$ cat src/rtl/bcd_pkg.sv
// Shared types and constants for the sequential binary-to-BCD converter.
package bcd_pkg;

    typedef enum logic [1:0] {
        ST_IDLE = 2'd0,
        ST_CONV = 2'd1,
        ST_DONE = 2'd2
    } state_e;

    localparam int unsigned ADD3_THRESH = 5;

    // Decimal digits needed to hold 2^w - 1 without truncation.
    function automatic int unsigned min_digits(input int unsigned w);
        logic [63:0] v;
        int unsigned d;
        v = (64'd1 << w) - 64'd1;
        d = 1;
        for (int i = 0; i < 20; i++) begin
            if (v >= 64'd10) begin
                v = v / 64'd10;
                d = d + 1;
            end
        end
        return d;
    endfunction

endpackage

$ cat src/rtl/bcd_dabble_step.sv
// One shift-and-add-3 step over an NDIG-digit BCD accumulator.
module bcd_dabble_step
    import bcd_pkg::*;
#(
    parameter int unsigned NDIG = 3
) (
    input  logic [4*NDIG-1:0] acc,
    input  logic              shift_in,
    output logic [4*NDIG-1:0] acc_next,
    output logic              carry_out
);

    localparam int unsigned BW = 4 * NDIG;

    logic [BW-1:0] adj;

    // Per-nibble +3, no carry between nibbles; a digit <= 9 becomes at most 12.
    always_comb begin
        adj = acc;
        for (int i = 0; i < int'(NDIG); i++) begin
            if (acc[4*i +: 4] >= 4'(ADD3_THRESH)) begin
                adj[4*i +: 4] = acc[4*i +: 4] + 4'd3;
            end
        end
    end

    assign acc_next  = {adj[BW-2:0], shift_in};
    assign carry_out = adj[BW-1];

endmodule

$ cat src/rtl/bin2bcd_seq.sv
// Sequential binary-to-BCD converter, one bit per clock, valid/ready on both sides.
module bin2bcd_seq
    import bcd_pkg::*;
#(
    parameter int unsigned W      = 8,
    parameter int unsigned NDIG   = 3,
    parameter int unsigned SIGNED = 0
) (
    input  logic              clk,
    input  logic              rst_n,
    input  logic              in_valid,
    output logic              in_ready,
    input  logic [W-1:0]      bin_in,
    output logic              out_valid,
    input  logic              out_ready,
    output logic [4*NDIG-1:0] bcd_out,
    output logic              sign_out,
    output logic              ovf,
    output logic              busy
);

    localparam int unsigned BW = 4 * NDIG;
    localparam int unsigned CW = $clog2(W + 1);

    state_e        state_q, state_d;
    logic [W-1:0]  shreg_q, shreg_d;
    logic [BW-1:0] acc_q, acc_d;
    logic [BW-1:0] bcd_q, bcd_d;
    logic [CW-1:0] cnt_q, cnt_d;
    logic          sign_q, sign_d;
    logic          sign_out_q, sign_out_d;
    logic          ovf_acc_q, ovf_acc_d;
    logic          ovf_q, ovf_d;
    logic          out_valid_q, out_valid_d;
    logic          busy_q, busy_d;

    logic          accept_c;
    logic          last_c;
    logic          neg_c;
    logic [W-1:0]  mag_c;
    logic [BW-1:0] step_acc;
    logic          step_carry;

    bcd_dabble_step #(.NDIG(NDIG)) u_step (
        .acc       (acc_q),
        .shift_in  (shreg_q[W-1]),
        .acc_next  (step_acc),
        .carry_out (step_carry)
    );

    // -2^(W-1) negates to itself, which read unsigned is the correct magnitude.
    assign neg_c    = (SIGNED != 0) && bin_in[W-1];
    assign mag_c    = neg_c ? (~bin_in + 1'b1) : bin_in;
    assign accept_c = in_valid && ((state_q == ST_IDLE) || ((state_q == ST_DONE) && out_ready));
    assign last_c   = (state_q == ST_CONV) && (cnt_q == CW'(W - 1));

    always_ff @(posedge clk or negedge rst_n) begin
        if (!rst_n) begin
            state_q <= ST_IDLE;
        end else begin
            state_q <= state_d;
        end
    end

    always_comb begin
        state_d = state_q;
        case (state_q)
            ST_IDLE: if (in_valid) state_d = ST_CONV;
            ST_CONV: if (last_c) state_d = ST_DONE;
            ST_DONE: if (out_ready) state_d = in_valid ? ST_CONV : ST_IDLE;
            default: state_d = ST_IDLE;
        endcase
    end

    always_comb begin
        shreg_d     = shreg_q;
        acc_d       = acc_q;
        bcd_d       = bcd_q;
        cnt_d       = cnt_q;
        sign_d      = sign_q;
        sign_out_d  = sign_out_q;
        ovf_acc_d   = ovf_acc_q;
        ovf_d       = ovf_q;
        out_valid_d = (state_d == ST_DONE);
        busy_d      = (state_d == ST_CONV);
        in_ready    = 1'b0;
        case (state_q)
            ST_IDLE: in_ready = 1'b1;
            ST_DONE: in_ready = out_ready;
            default: in_ready = 1'b0;
        endcase
        if (accept_c) begin
            shreg_d   = mag_c;
            sign_d    = neg_c;
            acc_d     = '0;
            ovf_acc_d = 1'b0;
            cnt_d     = '0;
        end else if (state_q == ST_CONV) begin
            shreg_d   = shreg_q << 1;
            acc_d     = step_acc;
            cnt_d     = cnt_q + 1'b1;
            ovf_acc_d = ovf_acc_q | step_carry;
            // Results only reach the outputs once the last step completes.
            if (last_c) begin
                bcd_d      = step_acc;
                ovf_d      = ovf_acc_q | step_carry;
                sign_out_d = sign_q;
            end
        end
    end

    always_ff @(posedge clk or negedge rst_n) begin
        if (!rst_n) begin
            shreg_q     <= '0;
            acc_q       <= '0;
            bcd_q       <= '0;
            cnt_q       <= '0;
            sign_q      <= 1'b0;
            sign_out_q  <= 1'b0;
            ovf_acc_q   <= 1'b0;
            ovf_q       <= 1'b0;
            out_valid_q <= 1'b0;
            busy_q      <= 1'b0;
        end else begin
            shreg_q     <= shreg_d;
            acc_q       <= acc_d;
            bcd_q       <= bcd_d;
            cnt_q       <= cnt_d;
            sign_q      <= sign_d;
            sign_out_q  <= sign_out_d;
            ovf_acc_q   <= ovf_acc_d;
            ovf_q       <= ovf_d;
            out_valid_q <= out_valid_d;
            busy_q      <= busy_d;
        end
    end

    assign bcd_out   = bcd_q;
    assign sign_out  = sign_out_q;
    assign ovf       = ovf_q;
    assign out_valid = out_valid_q;
    assign busy      = busy_q;

endmodule
$ cat config.mk
export PLATFORM = sky130hd
export DESIGN_NAME = bin2bcd_seq
export DESIGN_NICKNAME = d
export VERILOG_FILES = /design/src/rtl/bcd_pkg.sv /design/src/rtl/bcd_dabble_step.sv /design/src/rtl/bin2bcd_seq.sv
export SDC_FILE = /design/constraint.sdc
export NUM_CORES = 1
export LEC_CHECK = 0
export BUFFER_PORTS_ARGS = -buffer_cell sky130_fd_sc_hd__buf_2
export CAP_MARGIN = 10
export CORE_ASPECT_RATIO = 0.6
export CORE_MARGIN = 8
export CORE_UTILIZATION = 45
export DETAILED_ROUTE_END_ITERATION = 10
export GPL_ROUTABILITY_DRIVEN = 0
export PLACE_DENSITY = 0.65
export SKIP_LAST_GASP = 1
export SLEW_MARGIN = 20
export SYNTH_ARGS = -nofsm -noshare
export SYNTH_HDL_FRONTEND = slang
export SYNTH_SLANG_ARGS = --single-unit
$ cat constraint.sdc
create_clock -name clk -period 2.25 [get_ports clk]
set_input_delay 0.3375 -clock clk [delete_from_list [all_inputs] [get_ports clk]]
set_output_delay 0.3375 -clock clk [all_outputs]
set_load 0.02 [all_outputs]
; ---- Word-level counts from Yosys, hierarchy flattened
; Cells that the tools add are included.
[word_totals]
wordCells = 47
register_bits = 42
out_inout_bits = 17
[classes]
bitwise_logic = 2
add_sub_neg = 4
mux = 17
n_eq_ne = 5
n_reduce_logical = 7
n_lt_le_gt_ge = 3
[ops]
columns = operator, count
row1 = 12-bit 2-to-1 mux, 2
row2 = 4-bit 2-to-1 mux, 5
row3 = 8-bit 2-to-1 mux, 2
row4 = 4-bit by 2-bit adder with 4-bit output (second input constant), 3
row5 = 4-bit by 3-bit greater-or-equal comparator with 1-bit output (second input constant), 3
row6 = 2-bit 2-to-1 mux, 3
row7 = 2-bit one-hot mux with 3 select lines, 1
row8 = 4-bit by 1-bit adder with 4-bit output (second input constant), 1
row9 = 2-bit by 1-bit == test with 1-bit output (second input constant), 2
row10 = 2-bit == test (second input constant), 2
row11 = 4-bit by 3-bit == test with 1-bit output (second input constant), 1
row12 = 1-bit logical AND, 3
row13 = 1-bit 2-to-1 mux, 3
row14 = 3-bit AND reduction, 1
row15 = 2-bit zero test, 1
row16 = 1-bit one-hot mux with 2 select lines, 1
row17 = 2-bit nonzero test, 1
row18 = 1-bit logical OR, 1
row19 = 1-bit NOT, 1
row20 = 1-bit bitwise OR, 1

; ---- Logic depth before layout (Yosys ltp)
[logic_depth]
word_depth = 6
ltp_mapped = 6
depth_no_buf = 6

; ---- Modules after synthesis
; Synthesis repeated with hierarchy kept, for this count alone.
[unflattened]
hier_cells = 198
hier_area_um2 = 2145.8
[modules_own_cells]
columns = module, n_inst, area_per_inst_um2, cells_per_inst
row1 = bin2bcd_seq, 1, 1834.3, 149
row2 = bcd_dabble_step, 1, 311.5, 49

; ---- Worst setup path before layout
; OpenSTA, ideal clock, no wires.
[synth_path]
path_type = reg2reg
from = register acc_q[0]
to = register bcd_q[2], in the netlist bcd_out[2]
slack_ns = 0.777
n_path_buf = 0
path_stages_with_launch = 7
setup_time_ns = 0.125
arrival_ns = 1.348
path_cell_list = dfrtp_1 inv_1 ha_1 nand2b_1 a21oi_2 mux2i_1 mux2_2
[synth_via]
elab_chain_len = 2
[synth_lines]
columns = item, line_no
row1 = start: declaration, bin2bcd_seq.sv:27  ; logic [BW-1:0] acc_q, acc_d;
row2 = start signal: assignment, bin2bcd_seq.sv:115  ; acc_q <= '0;
row3 = start signal: assignment, bin2bcd_seq.sv:126  ; acc_q <= acc_d;
row4 = 4-bit by 2-bit adder with 4-bit output / 4-bit by 3-bit greater-or-equal comparator with 1-bit output (equally long branches), "bcd_dabble_step.sv:22, bcd_dabble_step.sv:21"
row5 = 4-bit 2-to-1 mux *, bcd_dabble_step.sv:21  ; if (acc[4*i +: 4] >= 4'(ADD3_THRESH)) begin
row6 = end signal: assignment, bin2bcd_seq.sv:116  ; bcd_q <= '0;
row7 = end signal: assignment, bin2bcd_seq.sv:127  ; bcd_q <= bcd_d;
row8 = end: declaration, bin2bcd_seq.sv:28  ; logic [BW-1:0] bcd_q, bcd_d;
; Every way passes the cells marked *; elsewhere a longest branch is shown, timed or not.
; A chain may end at the register's enable or synchronous reset.

; ---- Final worst setup path
[layout_path]
from = register cnt_q[0]
to = register bcd_q[0], in the netlist bcd_out[0]
[layout_via]
elab_chain_len = 3
[layout_lines]
columns = item, line_no
row1 = start: declaration, bin2bcd_seq.sv:29  ; logic [CW-1:0] cnt_q, cnt_d;
row2 = start signal: assignment, bin2bcd_seq.sv:128  ; cnt_q <= cnt_d;
row3 = 4-bit by 3-bit == test with 1-bit output, bin2bcd_seq.sv:55  ; assign last_c = (state_q == ST_CONV) && (cnt_q == CW'(W - 1));
row4 = 1-bit logical AND, bin2bcd_seq.sv:55
row5 = 3-bit AND reduction (no source line), n/a
; Every way passes these cells.

==> impl_metrics.py <==
metrics = {
    "floorplan": {
        "dieWidth_um": 103.2,
        "die_area_um2": 7055,
        "coreArea_um2": 4493,
        "rows": 19,
        "die_h_um": 68.34,
        "start_util_pct": 45.73,
        "io_pins": 29,
    },
    "logic_synthesis": {
        "synth-compound-area-share_pct": 17.54,
        "ys_ff_latch": 42,
        "synth_adder_area_share_pct": 4.263,
        "synth_ff_type": "dfrtp_1",
        "synth_edf_count": 0,
        "ys_types": 38,
        "yosysTopAreaCell": "dfrtp_1",
        "synth_common_cells": "dfrtp_1, nand2_1, a21oi_1, nor2_1",
        "postSynthAreaPerCell_um2": 11.11,
        "ys_seq_area_share_pct": 51.16,
        "synthMuxAreaShare_pct": 5.298,
        "synth-xor-area-share_pct": 2.132,
        "syn_nets": 204,
        "netlist_top_cells_area": "dfrtp_1, nand2_1, ha_1, mux2_2, a21oi_1",
        "synth_top_family_by_area": "compound AO/OA/AOI/OAI gates",
        "synthArstFlopShare_pct": 100.0,
        "syn_area_um2": 2054,
        "synth_top_area_share_pct": 51.16,
        "synthSimpleGateAreaFrac_pct": 14.37,
        "yosysWarnings": 0,
        "synth.most_common_cell": "dfrtp_1",
        "netlist_instances": 185,
    },
    "setup_path": {
        "cp-start-kind": "flip-flop",
        "setup.worst_path.class": "flip-flop to flip-flop",
        "critPathRequiredTime_ns": 2.44,
        "crit_path_max_fanout": 19,
        "arrival_ns": 1.88,
        "end_kind": "flip-flop",
    },
    "timing": {
        "finalHoldViolations": 0,
        "fmax_mhz": 591.9,
        "setup_tns_ns": 0,
        "timing.slew.headroom_pct": 53.60,
        "holdWs_ns": 0.2337,
        "setup_ws_ns": 0.5606,
        "tightest_slew_ns": 0.6960,
        "rsz0062_at_grt": "false",
        "report.final.slew_viol_count": 0,
        "fin_skew_ns": 0.009229,
        "fin_crit_sh_pct": 75.09,
        "setup_viol": 0,
        "min_period_ns": 1.689,
    },
    "drt": {
        "drc_errors": 0,
        "firstDrtPassIters": 4,
        "viasPerCell": 5.047,
        "wl_per_cell_um": 14.50,
        "postRouteAntennaNets": 0,
        "drt_wl_total_mm": 4.032,
        "drt_iter0_drc": 107,
        "vias": 1403,
    },
    "grt": {
        "overflow": 0,
        "met2_usage_pct": 18.16,
        "grt_busiest_layer": "met1",
        "use_met1_pct": 19.50,
        "antenna_found_initial": 0,
        "grt_max_degree": 23,
        "grt_util_met3_pct": 5.381,
        "grt_usage_pct": 13.56,
        "grt_pass1_vias": 1417,
        "grt_pass1_wl_mm": 7.210,
    },
    "cts": {
        "cts_htree_levels": 2,
        "root_buffer": "clkbuf_8",
        "cts_resized": 0,
        "cts_max_path_buffers": 2,
        "clk_pin_slew_ns": 0.09,
        "cts_buffers": 5,
        "worst_skew_pair.late_latency_ns": 0.31,
        "cts_tree": "yes",
        "clock-sinks": 42,
    },
    "cells_and_area": {
        "num-nets-final": 233,
        "drive_gt1_share_pct": 28.84,
        "seq_area_um2": 1051,
        "areaGrowthSynthToFinish_pct": 12.42,
        "n_fill_cell": 425,
        "multi_input_area_um2": 899.6,
        "diodes": 0,
    },
    "power_and_ir_drop": {
        "power.density_nw_per_um2": 1536,
        "finalPower_w": 0.003548,
        "leakagePower_nw": 1.087,
        "ir_drop_mv": 0.6794,
    },
    "run_status": {
        "outcome": "finished, final reports clean",
    },
    "placed_design": {
        "hpwlAfterDp_mm": 2.826,
        "port_buffers": 27,
        "dp_slack_ns": 0.5710,
    },
    "min_path": {
        "min_path_type": "primary input to flip-flop",
    },
    "job": {
        "drv_cap": 0,
    },
}
-- sequential cells by signal, summed over array words and instances, names as in the netlist --
name	flops
bcd_out	12
busy	1
shreg_q	8
ovf_acc_q	1
cnt_q	4
out_valid	1
ovf	1
state_q	2
acc_q	12
-- where the power goes --
group / switching [W] / leakage (nW) / internal, W
Sequential: 0.000274 / 0.523 / 0.00110
Clock: 0.000286 / 0.0441 / 0.000218
Combinational: 0.000980 / 0.520 / 0.000690
Total: 0.00154 / 1.09 / 0.00201
-- routing by layer --
metal | vias to the layer above | wire length (µm) | share of wire, %
met1 | 675 | 2187 | 54
met2 | 27 | 1551 | 38
met5 | - | 0 | 0
li1 | 695 | - | -
met4 | 0 | 47 | 1.2
met3 | 6 | 246 | 6.1
-- cells in the final DEF, fill, tap and decap left out, drive strengths merged, types with 2 or more instances in the layout --
cell    netlist  routed
a31oi         2       2
buf           8      29
mux2          7       7
o21ai        11      11
nor3b         6       6
mux2i         3       3
clkbuf        0       5
a22oi         7       7
xor2          2       2
ha            7       7
nand2b        5       5
xnor2         3       3
clkinv        0       2
nor2          9       9
a22o          6       6
o22ai         3       3
nand3         3       3
a21oi        17      17
inv           8       8
dfrtp        42      42
nand2        26      26
nor3          3       3
-- per-stage QoR --
stage          cell area [µm²]  std cells  util, %
3_3_place_gp              2210        269    49.18
3_5_place_dp              2210        269    49.18
2_1_floorplan             2054        185        -
4_1_cts                   2310        278    51.41
6_report                  2310        278    51.41
5_1_grt                   2310        278    51.41
-- logic make-up (layout without fill, tap and decap cells) --
logic type / Yosys count / after routing
simple gates: 57 / 57
compound gates: 47 / 47
flops: 42 / 42
buf+inv: 16 / 46
mux: 10 / 10
fa+ha+maj: 7 / 7
xor+xnor: 5 / 5
other cells: 1 / 1
-- what timing repair did --
action | CTS | global route
endpoints found under the hold margin | 14 | 0
buffers inserted | 0 | 0
hold buffers | 1 | 0
-- critical path: stages (launching register included) --
cell and delay [ns]:
dfrtp_1 0.39, ha_1 0.19, nand3b_1 0.26, nor2_8 0.35
mux2_2 0.38
-- final timing paths --
kind                         endpoint  slack, ns        from  cells after the start
min in group asynchronous   acc_q[11]       0.46       rst_n                      2
max in group asynchronous    cnt_q[0]       1.23       rst_n                      3
setup reg to reg           bcd_out[0]       0.56    cnt_q[0]                      4
hold / removal             shreg_q[4]       0.23   bin_in[4]                      3
setup / recovery           bcd_out[0]       0.56    cnt_q[0]                      4
hold reg to reg            shreg_q[1]       0.49  shreg_q[1]                      2
-- area by class of cell --
class / instances / area share, %
timing repair buffer: 30 / 6.934
clock inverter: 3 / 0.9209
multi-input combinational: 127 / 38.95
tap: 63 / 3.413
inverter: 8 / 1.300
sequential: 42 / 45.50
clock buffer: 5 / 2.979
Power figures use the tool's default switching activity.
